## src/rtl/spkid_decoder_if.sv

```systemverilog
// Event readout channel of the spike-ID decoder: the master offers {frame_id, group}
// words with ev_valid and the slave accepts them with ev_ready.
interface spkid_decoder_if;
    logic [15:0] ev_data;
    logic        ev_valid;
    logic        ev_ready;

    modport master (
        output ev_data,
        output ev_valid,
        input  ev_ready
    );

    modport slave (
        input  ev_data,
        input  ev_valid,
        output ev_ready
    );
endinterface

```

## src/rtl/spkid_decoder.sv

```systemverilog
// Receives the motoneuron spike-ID stream in the rawclk domain: samples on neuron_clk rises,
// de-duplicates words, counts spikes per frame and queues events for the host.
module spkid_decoder #(
    parameter int NN      = 8,
    parameter int FIFO_AW = 5
) (
    input  logic              rawclk,
    input  logic              reset_sim_n,
    input  logic              neuron_clk,
    input  logic [15:0]       spkid_in,
    input  logic              clear,
    spkid_decoder_if.master   ev,
    output logic [15:0]       frame_count,
    output logic              frame_done,
    output logic [15:0]       malformed_cnt,
    output logic [15:0]       drop_cnt,
    output logic              overflow
);

    localparam int G      = NN - 1;
    localparam int DATA_W = 16;
    localparam int DEPTH  = 1 << FIFO_AW;
    localparam int CW     = FIFO_AW + 1;

    function automatic logic [15:0] sat_inc(input logic [15:0] v);
        return (v == 16'hFFFF) ? v : v + 16'd1;
    endfunction

    // Stage p0..p2: neuron_clk synchroniser and edge flop
    logic nclk_p0, nclk_p1, nclk_p2;
    logic cap;

    always_ff @(posedge rawclk or negedge reset_sim_n) begin
        if (!reset_sim_n) begin
            nclk_p0 <= 1'b0;
            nclk_p1 <= 1'b0;
            nclk_p2 <= 1'b0;
        end else begin
            nclk_p0 <= neuron_clk;
            nclk_p1 <= nclk_p0;
            nclk_p2 <= nclk_p1;
        end
    end

    assign cap = nclk_p1 & ~nclk_p2;

    // Capture stage: the word settled on the previous neuron_clk fall
    logic [15:0] word_p0;
    logic        vld_p0;

    always_ff @(posedge rawclk or negedge reset_sim_n) begin
        if (!reset_sim_n) begin
            word_p0 <= '0;
            vld_p0  <= 1'b0;
        end else begin
            vld_p0 <= cap & ~clear;
            if (cap) begin
                word_p0 <= spkid_in;
            end
        end
    end

    // Decode stage: classify the captured word against the last valid one
    logic [G-1:0]      grp;
    logic              spk;
    logic              malformed;
    logic              good;
    logic              fire;
    logic              bound;
    logic [G-1:0]      prev_grp;
    logic              prev_spk;
    logic [8:0]        frame_id;
    logic [8:0]        frame_id_nxt;
    logic [15:0]       run_cnt;
    logic [DATA_W-1:0] entry;

    assign grp          = word_p0[8+G-1:8];
    assign spk          = word_p0[7];
    assign malformed    = word_p0[15] | (|word_p0[6:0]);
    assign good         = vld_p0 & ~malformed & ~clear;
    assign fire         = good & spk & (~prev_spk | (grp != prev_grp));
    assign bound        = good & (grp < prev_grp);
    assign frame_id_nxt = bound ? frame_id + 9'd1 : frame_id;
    // The boundary word already belongs to the new frame, so it is tagged with the new id.
    assign entry        = {frame_id_nxt, 7'(grp)};

    // FIFO: storage array plus a registered head that drives ev_data/ev_valid
    logic [DATA_W-1:0]  mem [DEPTH];
    logic [FIFO_AW-1:0] wr_ptr, rd_ptr;
    logic [CW-1:0]      mem_cnt;
    logic [CW-1:0]      occ;
    logic               full;
    logic               pop;
    logic               push;
    logic               drop;
    logic               refill;

    assign pop    = ev.ev_valid & ev.ev_ready;
    assign occ    = mem_cnt + CW'(ev.ev_valid);
    assign full   = (occ == CW'(DEPTH));
    assign push   = fire & (~full | pop);
    assign drop   = fire & full & ~pop;
    assign refill = (~ev.ev_valid | pop) & (mem_cnt != '0);

    always_ff @(posedge rawclk) begin
        if (push) begin
            mem[wr_ptr] <= entry;
        end
    end

    always_ff @(posedge rawclk or negedge reset_sim_n) begin
        if (!reset_sim_n) begin
            wr_ptr      <= '0;
            rd_ptr      <= '0;
            mem_cnt     <= '0;
            ev.ev_valid <= 1'b0;
            ev.ev_data  <= '0;
        end else if (clear) begin
            wr_ptr      <= '0;
            rd_ptr      <= '0;
            mem_cnt     <= '0;
            ev.ev_valid <= 1'b0;
            ev.ev_data  <= '0;
        end else begin
            if (push) begin
                wr_ptr <= wr_ptr + 1'b1;
            end
            if (refill) begin
                rd_ptr      <= rd_ptr + 1'b1;
                ev.ev_data  <= mem[rd_ptr];
                ev.ev_valid <= 1'b1;
            end else if (pop) begin
                ev.ev_valid <= 1'b0;
            end
            mem_cnt <= mem_cnt + CW'(push) - CW'(refill);
        end
    end

    // Frame bookkeeping and statistics, updated on the push edge
    always_ff @(posedge rawclk or negedge reset_sim_n) begin
        if (!reset_sim_n) begin
            prev_grp      <= '0;
            prev_spk      <= 1'b0;
            frame_id      <= '0;
            run_cnt       <= '0;
            frame_count   <= '0;
            frame_done    <= 1'b0;
            malformed_cnt <= '0;
            drop_cnt      <= '0;
            overflow      <= 1'b0;
        end else if (clear) begin
            prev_grp      <= '0;
            prev_spk      <= 1'b0;
            frame_id      <= '0;
            run_cnt       <= '0;
            frame_count   <= '0;
            frame_done    <= 1'b0;
            malformed_cnt <= '0;
            drop_cnt      <= '0;
            overflow      <= 1'b0;
        end else begin
            frame_done <= 1'b0;
            if (vld_p0 && malformed) begin
                malformed_cnt <= sat_inc(malformed_cnt);
            end
            if (good) begin
                prev_grp <= grp;
                prev_spk <= spk;
            end
            if (bound) begin
                frame_count <= run_cnt;
                frame_done  <= 1'b1;
                frame_id    <= frame_id_nxt;
                run_cnt     <= fire ? 16'd1 : 16'd0;
            end else if (fire) begin
                run_cnt <= sat_inc(run_cnt);
            end
            // A dropped event still counts towards the frame total.
            if (drop) begin
                drop_cnt <= sat_inc(drop_cnt);
                overflow <= 1'b1;
            end
        end
    end

endmodule

```

## src/flat_wrapper.sv

```systemverilog
// flat-port wrapper written by rule: the top's interface ports become plain ports
module spkid_decoder_flat 
#(
    parameter int NN      = 8,
    parameter int FIFO_AW = 5
)
  (rawclk, reset_sim_n, neuron_clk, spkid_in, clear, frame_count, frame_done, malformed_cnt, drop_cnt, overflow, ev_ev_data, ev_ev_valid, ev_ev_ready);
  spkid_decoder_if ev_i ();
  input  logic rawclk;
  input  logic reset_sim_n;
  input  logic neuron_clk;
  input  logic [15:0] spkid_in;
  input  logic clear;
  output logic [15:0] frame_count;
  output logic frame_done;
  output logic [15:0] malformed_cnt;
  output logic [15:0] drop_cnt;
  output logic overflow;
  output wire logic [$bits(ev_i.ev_data)-1:0] ev_ev_data;
  output wire logic [$bits(ev_i.ev_valid)-1:0] ev_ev_valid;
  input wire logic [$bits(ev_i.ev_ready)-1:0] ev_ev_ready;
  assign ev_ev_data = ev_i.ev_data;
  assign ev_ev_valid = ev_i.ev_valid;
  assign ev_i.ev_ready = ev_ev_ready;
  spkid_decoder #(.NN(NN), .FIFO_AW(FIFO_AW)) u_core (.rawclk(rawclk), .reset_sim_n(reset_sim_n), .neuron_clk(neuron_clk), .spkid_in(spkid_in), .clear(clear), .ev(ev_i), .frame_count(frame_count), .frame_done(frame_done), .malformed_cnt(malformed_cnt), .drop_cnt(drop_cnt), .overflow(overflow));
endmodule
```

## config.mk

```make
export PLATFORM = sky130hd
export DESIGN_NAME = spkid_decoder_flat
export DESIGN_NICKNAME = d
export VERILOG_FILES = /design/src/rtl/spkid_decoder_if.sv /design/src/rtl/spkid_decoder.sv /design/src/flat_wrapper.sv
export SDC_FILE = /design/constraint.sdc
export NUM_CORES = 1
export LEC_CHECK = 0
export BUFFER_PORTS_ARGS = -buffer_cell sky130_fd_sc_hd__buf_4
export CORE_MARGIN = 3
export CORE_UTILIZATION = 65
export DETAILED_ROUTE_END_ITERATION = 8
export PLACE_DENSITY = 0.89
export SLEW_MARGIN = 20
export SYNTH_ARGS = -nofsm -noshare
export SYNTH_HDL_FRONTEND = slang
export SYNTH_SLANG_ARGS = --single-unit
```

## constraint.sdc

```tcl
create_clock -name rawclk -period 10.7 [get_ports rawclk]
set_input_delay 0.535 -clock rawclk [delete_from_list [all_inputs] [get_ports rawclk]]
set_output_delay 0.535 -clock rawclk [all_outputs]
set_load 0.01 [all_outputs]
```

After elaboration in Yosys (flattened, before gate mapping) --
Memory sizes are Yosys's and may differ from the RTL's. Index checks and enable logic that the tools add are counted.
Operators by class: $add $sub $neg 9, order comparisons 1, equality and inequality tests 8, muxes and demuxes 36, bitwise operators 23, reduce and logical (&&, ||, !) cells 14
Operators by type and width (count):
- $mux W16 | 14
- $add A16 B1 Y16 const B | 3
- $eq A16 B16 Y1 const B | 3
- $mux W9 | 3
- $mux W5 | 4
- $mux W7 | 2
- $add A6 B1 Y6 | 2
- $and A1 B1 Y1 | 12
- $mux W1 | 12
- $reduce_bool A2 Y1 | 6
- $add A5 B1 Y5 const B | 2
- $add A9 B1 Y9 const B | 1
- $lt A7 B7 Y1 | 1
- $ne A7 B7 Y1 | 1
- $not A1 Y1 | 7
- $reduce_or A7 Y1 | 1
- $eq A6 B6 Y1 const B | 1
- $mux W6 | 1
- $reduce_and A2 Y1 | 3
- $reduce_bool A3 Y1 | 2
- $reduce_bool A6 Y1 | 1
- $sub A6 B1 Y6 | 1
- $ne A2 B2 Y1 const B | 2
- $or A1 B1 Y1 | 4
- other kinds (2) | 2
Word-level totals: flip-flop bits (word level) 136, memory bits (writable) 512, bits of input ports 21, output and inout port bits 67, logic and storage cells 111, memories kept 1
Memories:
- u_core.mem | words 32, bits a word 16, read ports 1, clocked after memory_dff 0, wr ports 1, RTL line spkid_decoder.sv:88 | logic [DATA_W-1:0] mem [DEPTH];

Longest topological paths before layout --
Gate-level depths: netlist (run 1).
depth in word-level cells 11, mapped depth 15

Worst setup path after synthesis (run 1) --
Ideal clock, no wire load.
path kind register -> register, start reg u_core.word_p0[9], end mem u_core.mem[0][10], data pin, setup time 0.387 ns, data arrival time 3.058 ns, data required time 10.313 ns, setup slack 7.255 ns, cell stages (with the launch flop) 9, path buffers 1, path through dfrtp_1 > ha_1 > nor2b_1 > o21ai_0 > a21oi_1 > nor3_2 > buf_2 > nand2_1 > xnor2_1
Between the ends: word-level cells in the longest chain between the ends 3
RTL lines:
- start: declaration | RTL line spkid_decoder.sv:48 | logic [15:0] word_p0;
- start signal: assignment | RTL line spkid_decoder.sv:58 | word_p0 <= spkid_in;
- $lt A7 B7 Y1 | RTL line spkid_decoder.sv:82 | assign bound = good & (grp < prev_grp);
- $and A1 B1 Y1 | RTL line spkid_decoder.sv:82
- $mux W9 | RTL line spkid_decoder.sv:83 | assign frame_id_nxt = bound ? frame_id + 9'd1 : frame_id;
- named net u_core.frame_id_nxt[3] | RTL line spkid_decoder.sv:73 | logic [8:0] frame_id_nxt;
- end: declaration | RTL line spkid_decoder.sv:88
The timed path passes the listed nets, and every way through them passes these cells.

Worst setup path in the final report (run 1) --
start reg u_core.rd_ptr[2], end reg u_core.ev.ev_data[14]
Between the ends: word-level cells in the longest chain between the ends 3
RTL lines:
- start: declaration | RTL line spkid_decoder.sv:89 | logic [FIFO_AW-1:0] wr_ptr, rd_ptr;
- start signal: assignment | RTL line spkid_decoder.sv:129 | rd_ptr <= rd_ptr + 1'b1;
- $mem_v2 Z32 W16
- $mux W16 | RTL line spkid_decoder.sv:128 | if (refill) begin
- $mux W16 | RTL line spkid_decoder.sv:118 | end else if (clear) begin
- end signal: assignment | RTL line spkid_decoder.sv:130 | ev.ev_data <= mem[rd_ptr];
- end: declaration | RTL line spkid_decoder_if.sv:9 | output ev_data,
No other way between the ends. The select of a mux whose other input is x is not followed. A chain may end at the register's enable or synchronous reset.

==> summary by stage, run 1 <==
Logic synthesis
The Yosys step of the flow raised 0 warnings. The synthesized design contains 512 enable-type register cells. The mean area per synthesized cell is 16.80 µm². Yosys mapped the design onto 60 distinct sky130hd cell types. After synthesis the netlist holds a flip-flop and latch count of 648.

The post-synthesis cell count is 1558. The simple-gate share of the synthesized area is 0.05812. The post-synth design cell area is 0.02618 mm².

Among all flip-flop cells after synthesis, the most frequent one is edfxtp_1. By area, the combinational part of the netlist is dominated by multiplexers. Of the total synthesized cell area, the portion taken by full adders, half adders and majority gates is 0.01463.

The sequential-to-total area share from yosys stat is 0.7173. The post-synthesis xor/xnor area fraction is 0.01606. When the netlist entered floorplanning its net count stood at 1609. Of all flip-flops after synthesis, the portion carrying an async set or reset was 0.2099. Measured against the total synthesized area, the mux share comes to 0.1163.

The area fraction in compound gates after synthesis is 0.06137.

Setup path
The longest individual stage delay on the worst path is 1.01 ns. The highest net fanout along the worst path is 61. The critical path runs through a total of 6 cells. The category of the most critical setup path is register to register. In this design, the largest share of critical-path delay is due to compound AO/OA/AOI/OAI gates. The critical path goes through buf_4 -> nor2b_2 -> a22oi_1 -> a21oi_1 -> a211oi_1 -> a22o_1.

The data arrival at the endpoint of the critical path is 4.24 ns. The required time of the worst setup path is 11.20 ns. The number of buffer and inverter instances along the worst setup path is 1. The length in cells of the worst reg-to-reg path is 6. The slowest cell on the critical path is nor2b_2. STA classifies the critical path startpoint as a register. The type of destination of the critical path is a register.

Finish
Once layout is complete, the utilization of the core stands at 0.7565. At the end of the flow, the number of nets in the layout was 1728. From synthesis to final layout, the design area changed by 13.24%. The filler cells instantiated in the layout total 2017. The number of antenna cells inserted is 0. In the final layout, the share of cells above drive strength 1 is 0.2066.

Once layout is complete, the cells apart from fillers number 2246.

Timing
The ratio of final minimum period to clock period is 0.3495. Counting I/O delays and the setup requirement, the final critical path takes 3.739 ns. On the final layout, the worst hold slack is 0.02847 ns. The worst-case clock skew is 0.02258 ns. Setup violations remaining at the end of the flow were counted as 0. The final count of pins violating max slew is 0. The slack of the critical path is 6.961 ns. For the final routed database, the setup TNS stands at 0 ns.

Setup repair after global routing left no endpoint under its margin. The count of final hold-check violations was 0. At the pin with the least slew margin, the transition time is 1.129 ns. The maximum clock rate is 0.2674 GHz. The worst-case headroom to the max-slew limit is 0.2438.

Placement
The setup slack after placement is 6.707 ns. At the end of routability-driven placement, the weighted congestion stood at 0.8649. Once detailed placement completed, the half-perimeter wirelength came to 36790 µm. The placed cell count is 2132.

The count of buffers inserted at the top-level ports is 87.

Route
The via count normalized by instance count is 6.926. The number of nets with antenna violations after routing is 0. The DRC violation count after routing is 0. For this block, the routed nets add up to 65950 µm of wire.

The detailed router finished its first iteration with 2071 violations. The first-pass iteration count of the detailed router is 6. The total via count in the routed design is 15556. The post-detailed-route wirelength per cell is 29.36 µm.

Worst hold path
Along the worst hold path, the cell count comes to 1. The min-delay analysis places its worst path in the category input pin to register.

Clock tree
For the worst-skew pair, the clock arrives at the later sink with an insertion delay of 0.63 ns. The number of buffers created by CTS is 60. The number of levels in the clock H-tree is 2. The number of hold buffers added after cts is 1. The clock-pin transition on the worst setup and hold timing paths is 0.06 ns.

TritonCTS built the clock tree. The maximum buffer depth of the clock tree is 3. CTS placed an instance of clkbuf_16 at the clock tree root. The clock drives 648 sinks. The number of cells upsized or downsized after cts is 0. After clock tree synthesis, the setup repair step added 0 buffers.

Floorplan
The count of boundary I/O pins is 88. The die height is 206.7 µm. The placeable core area is 0.03919 mm².

For this configuration, the core starts out at a cell density of 0.6680. The die span in x is 206.7 µm. The count of standard-cell rows is 72. The die covers 0.04272 mm².

Global route
After global routing the overflow that remains totals 0. The number of antenna violations at the first check in global routing is 0. The first global-routing pass estimated 97260 µm of wire. The number of global-route vias before repair was 15658.

The global-route usage over all layers is 0.3123. Entering global routing, the biggest net connects 132 pins.

Pwr
The total power density per cell area is 206.4 mW/mm². The worst IR drop on VDD is 167.1 µV. The analysis attributes to cell leakage a power of 9.973 nW.

Status
The flow ran to the end, and the final reports show no timing, DRC or antenna violations.

Flow run
The tool flagged a number of max-cap violations equal to 0.
## state kept, by name (all words and copies together) (netlist names), 9 cells and up
register and flops:
u_core.mem 512, u_core.drop_cnt 16, u_core.ev.ev_data 16, u_core.frame_count 16
u_core.malformed_cnt 16, u_core.run_cnt 16, u_core.word_p0 16, u_core.frame_id 9
## per-stage QoR
step                area, µm²  power (mW)
floorplan               26180       3.661
global placement        27630       3.928
detailed placement      27640       3.973
CTS                     29640       6.113
global route            29640       6.295
finish                  29640       6.119
## cell type report
type	instances	area [µm²]	area share
Sequential cell	648	18790	0.6339
Clock buffer	83	1690	0.05702
Inverter	20	75.07	0.002532
Tap cell	518	648.1	0.02186
Multi-Input combinational cell	806	7063	0.2383
Clock inverter	30	300.3	0.01013
Timing Repair Buffer	141	1077	0.03634
## cells by family (layout without fill, tap and decap cells)
logic type	after synthesis	count (layout)
adder cells (fa/ha/maj)	30	30
AO/OA/AOI/OAI	227	227
XOR/XNOR	48	48
buffers and inverters	104	274
multiplexers	202	202
AND/OR/NAND/NOR	299	299
flip-flops	648	648
## per-layer routing
layer | GRT usage | up-vias | share of wire
li1 | - | 6353 | -
met1 | 0.4068 | 7851 | 0.35
met2 | 0.5086 | 1117 | 0.49
met3 | 0.06868 | 235 | 0.11
met4 | 0.1515 | 0 | 0.057
met5 | 0 | - | 0
## cells in the final DEF, fill, tap and decap left out, drive strengths merged, types with 31 or more instances in the layout
master	synthesis	final
nand2	52	52
dfrtp	136	136
a21oi	34	34
buf	40	140
edfxtp	512	512
a22o	31	31
mux4	80	80
a211oi	31	31
clkbuf	44	83
mux2i	105	105
nor2	97	97
a22oi	32	32
## synthesized netlist by cell type, drive strengths merged (2+ instances only)
master    n  area share
and4      4      0.0013
nor4      5      0.0020
xnor2    19      0.0064
mux4     80       0.069
ha       29       0.014
nor2b    10      0.0024
a311o     3      0.0015
or3       5      0.0012
mux2i   105       0.040
inv      20      0.0029
nand3b    4      0.0011
xor2     29      0.0097
a311oi    2     0.00067
nor2     97       0.014
a21o      3     0.00086
o22ai    28      0.0067
and2     12      0.0029
buf      40      0.0071
a22oi    32      0.0092
or2       2     0.00048
o211ai   17      0.0049
nand4    23      0.0055
or4       3      0.0010
o21ai    21      0.0040
o31ai    12      0.0034
nand2b   19      0.0045
dfrtp   136        0.13
nand2    52      0.0075
or3b      2     0.00067
nor3     19      0.0042
o221ai    4      0.0013
a221o     2     0.00076
and3     16      0.0038
mux2     17      0.0073
nand3    24      0.0046
clkbuf   44      0.0063
a211oi   31      0.0089
edfxtp  512        0.59
a22o     31       0.010
a21oi    34      0.0065
## worst paths after layout
| path | slack, ns | endpoint | startpoint |
|---|---|---|---|
| max in group asynchronous | 8.74 | u_core.rd_ptr[0] | reset_sim_n |
| worst min-delay path | 0.03 | u_core.nclk_p0 | neuron_clk |
| worst max-delay path | 6.96 | u_core.ev.ev_data[14] | u_core.rd_ptr[2] |
| min in group asynchronous | 0.50 | u_core.ev.ev_data[2] | reset_sim_n |
| worst max register to register | 6.96 | u_core.ev.ev_data[14] | u_core.rd_ptr[2] |
| worst min register to register | 0.39 | u_core.nclk_p1 | u_core.nclk_p0 |
## where the power goes
group / leakage [nW] / internal (mW) / switching, mW / total [mW]
Sequential: 6.07 / 2.78 / 0.132 / 2.91
Combinational: 2.92 / 0.473 / 0.584 / 1.06
Clock: 0.982 / 1.24 / 0.908 / 2.15
Note: power is estimated with default switching activity, not from simulation.
==> inputs of run 2 (changes only) <==
Settings changed: CORE_UTILIZATION 65 to 62, PLACE_DENSITY 0.89 to 0.86.
Clock period 10.7 ns to 3.8 ns, I/O delays scaled along.
==> run 2 against run 1 <==
  * Via count is 2.6% lower
  * Design area is 1.0% higher
  * Critical path depth is 2 higher
  * Critical endpoint is now u_core.mem[19][13]
==> summary by stage, run 2 (synthesis gave the netlist of run 1 again) <==
Pwr
For this design the total switching power over the nets is 4.598 mW. The total leakage power is 10.04 nW. The portion of total power attributed to the clock network is 0.344. The relative contribution of sequential cells to total power is 0.469. The internal portion of total power is 12.58 mW. The net switching fraction of the power is 0.2677. For this design the ratio of total power to cell area is 573.5 mW/mm². The combinational cell fraction of total power is 0.187. The worst IR drop on VDD is 433.1 µV.

Timing
Setup repair after global routing left no endpoint under its margin. For the pin with the worst max-slew slack, the measured transition is 0.9961 ns. The count of final hold-check violations came to 0.

The maximum clock rate is 0.3260 GHz. Dividing the final minimum period by the clock period gives 0.8072. The clock period minus final worst setup slack is 3.067 ns. After layout, the worst setup slack is 0.7328 ns.

Across the routed clock network, the largest skew measured is 0.01865 ns. For the final routed database, the setup TNS stands at 0 ns. Setup violations remaining at the end of the flow were counted as 0. The final count of pins violating max slew is 0. The worst-case headroom to the max-slew limit is 0.3359.

Setup path
Data arrives at the worst endpoint at 3.46 ns. The type of destination of the critical path is a register. The required time of the worst setup path is 4.19 ns. The worst setup path is launched from a register.

The origin of the critical flop-to-flop path is u_core.word_p0[5]. The length in cells of the worst reg-to-reg path is 8. For flop-to-flop paths, the worst setup slack is 0.73 ns. The critical path crosses 8 cells after its start point. The capturing instance or port of the critical path is u_core.mem[19][13].

In this run the critical register-to-register path is captured at u_core.mem[19][13]. For this run, the slowest stage of the critical path takes 0.55 ns. The number of buffer and inverter instances along the worst setup path is 2.

The highest net fanout along the worst path is 32. The category of the most critical setup path is register to register. The largest delay contributor family on the critical path is simple AND/OR/NAND/NOR gates. On the critical path, the stage with the largest delay is an instance of or4_4.

Traced cell by cell, the critical path runs through or4_4 -> nor4_2 -> buf_4 -> nand4_1 -> nor3_1 -> nand3_1 -> xnor2_2 -> buf_4. The most numerous cell type found on the critical path is buf_4. The worst setup path startpoint is u_core.word_p0[5].

Clock tree
TritonCTS built the clock tree. Once the clock tree was built, the resizer swapped 0 gates to a different size. The number of levels in the clock H-tree is 2. The root cell of the clock tree is clkbuf_16. In this run, CTS created clock tree buffers numbering 60. The clock-pin transition on the worst setup and hold timing paths is 0.06 ns. For this design, the sink count on the clock tree is 648. The clock latency at the later pin of the worst-skew pair is 0.62 ns. Counting along the longest clock path gives a buffer depth of 3.

Finish
In the final layout, the share of cells above drive strength 1 is 0.2097. The repair_antennas step left the layout with diodes totalling 0. The most frequent standard cell in the layout excluding fill and tap cells is edfxtp_1. For this run, the post-layout net count is 1769.

Ranked by flip-flop count, first place goes to u_core.mem. The flip-flop count of the largest register after layout is 512. Leaving out fill and tap cells, the most frequent cells in the layout are edfxtp_1, buf_4, dfrtp_1.

The post-synthesis to final-layout area growth is 14.41%.

Worst hold path
The path class of the tightest hold or removal check is input pin to register.

Floorplan
The region available for standard cell placement spans 0.04129 mm². The count of boundary I/O pins is 88. The floorplan step defined a die boundary enclosing 0.04473 mm². The die span in x is 211.5 µm. The die is 211.5 µm tall. For this configuration, the core starts out at a cell density of 0.6340. The count of standard-cell rows is 74.

Route
The via count normalized by instance count is 6.581. The iteration-0 DRC count of the detailed router is 1771. The total via count in the routed design is 15144.

Dividing the detail-routed wire length by the instance count gives 26.73 µm. The detail route stage leaves a number of antenna-violating nets equal to 0. The DRC violation count after routing is 0. The final wirelength is 61500 µm. Before antenna repair, the detailed router went through 5 iterations.

Global route
The global route total overflow is 0. The wire length of the first global-routing pass is 93680 µm. The global-route usage over all layers is 0.2805.

The number of global-route vias before repair is 15382. The number of antenna violations at the first check in global routing is 0. Entering global routing, the biggest net connects 112 pins.

Placement
The placed wire-length estimate is 36750 µm. Port buffering added 87 buffers. The routability congestion estimate from global placement is 0.8708. The setup slack after placement is 0.7607 ns.

Status
The run finished with clean final reports.

Flow run
The max capacitance violation total is 0.
==> run 2: worst register-to-register path, stage by stage (launching register included) <==
cell     delay [ns]
dfrtp_1        0.38
or4_4          0.55
nor4_2         0.22
buf_4          0.28
nand4_1        0.15
nor3_1         0.44
nand3_1        0.28
xnor2_2        0.19
buf_4          0.35
==> run 2: power by group through the flow <==
stage | logic [mW] | clock network, mW | registers [mW]
after CTS | 3.21 | 5.98 | 8.05
after floorplan | 2.20 | 0 | 8.14
after global routing | 3.42 | 6.25 | 8.07
after detailed placement | 3.15 | 0 | 8.19
final | 3.21 | 5.92 | 8.05
after global placement | 3.06 | 0 | 8.18
==> run 2: how the worst min path moves through the flow <==
| stage | to | depth (start not counted) | slack (ns) | from |
|---|---|---|---|---|
| CTS | u_core.prev_grp[4] | 5 | 0.09 | clear |
| finish | u_core.prev_spk | 5 | 0.11 | clear |
| detailed placement | u_core.nclk_p0 | 1 | 0.31 | neuron_clk |
| floorplan | u_core.drop_cnt[0] | 0 | -0.11 | reset_sim_n |
| global route | u_core.prev_spk | 5 | 0.13 | clear |
| global placement | u_core.nclk_p0 | 1 | 0.31 | neuron_clk |
==> run 2: metal layers <==
layer  up-vias  track usage  part of all wire
li1       6447            -                 -
met1      7660       0.3784              0.38
met2       882       0.4577              0.49
met3       155      0.05779             0.091
met4         0       0.1118             0.039
met5         -            0                 0
==> run 2: cell type report <==
| type | count | area [µm²] |
|---|---|---|
| Clock buffer | 84 | 1683 |
| Timing Repair Buffer | 182 | 1455 |
| Fill cell | 2351 | 11340 |
| Sequential cell | 648 | 18780 |
| Inverter | 20 | 75.07 |
| Multi-Input combinational cell | 806 | 7044 |
| Tap cell | 532 | 665.6 |
| Clock inverter | 29 | 245.2 |
==> run 2: per-stage QoR <==
step                      hold WS [ns]  instances  power, mW    util  cell area (µm²)
after floorplan                -0.1056       1558      10.34       -            26180
after global placement          0.3125       2169      11.24  0.6740            27830
after detailed placement        0.3098       2169      11.34  0.6740            27830
after CTS                      0.08546       2301      17.24  0.7253            29950
after global routing            0.1288       2301      17.74  0.7253            29950
final                           0.1136       2301      17.18  0.7253            29950
==> run 2: what timing repair did <==
item	CTS	global route
hold endpoints to repair	128	0
setup buffers	0	0
hold buffers	19	0
endpoints found under the setup margin	0	0
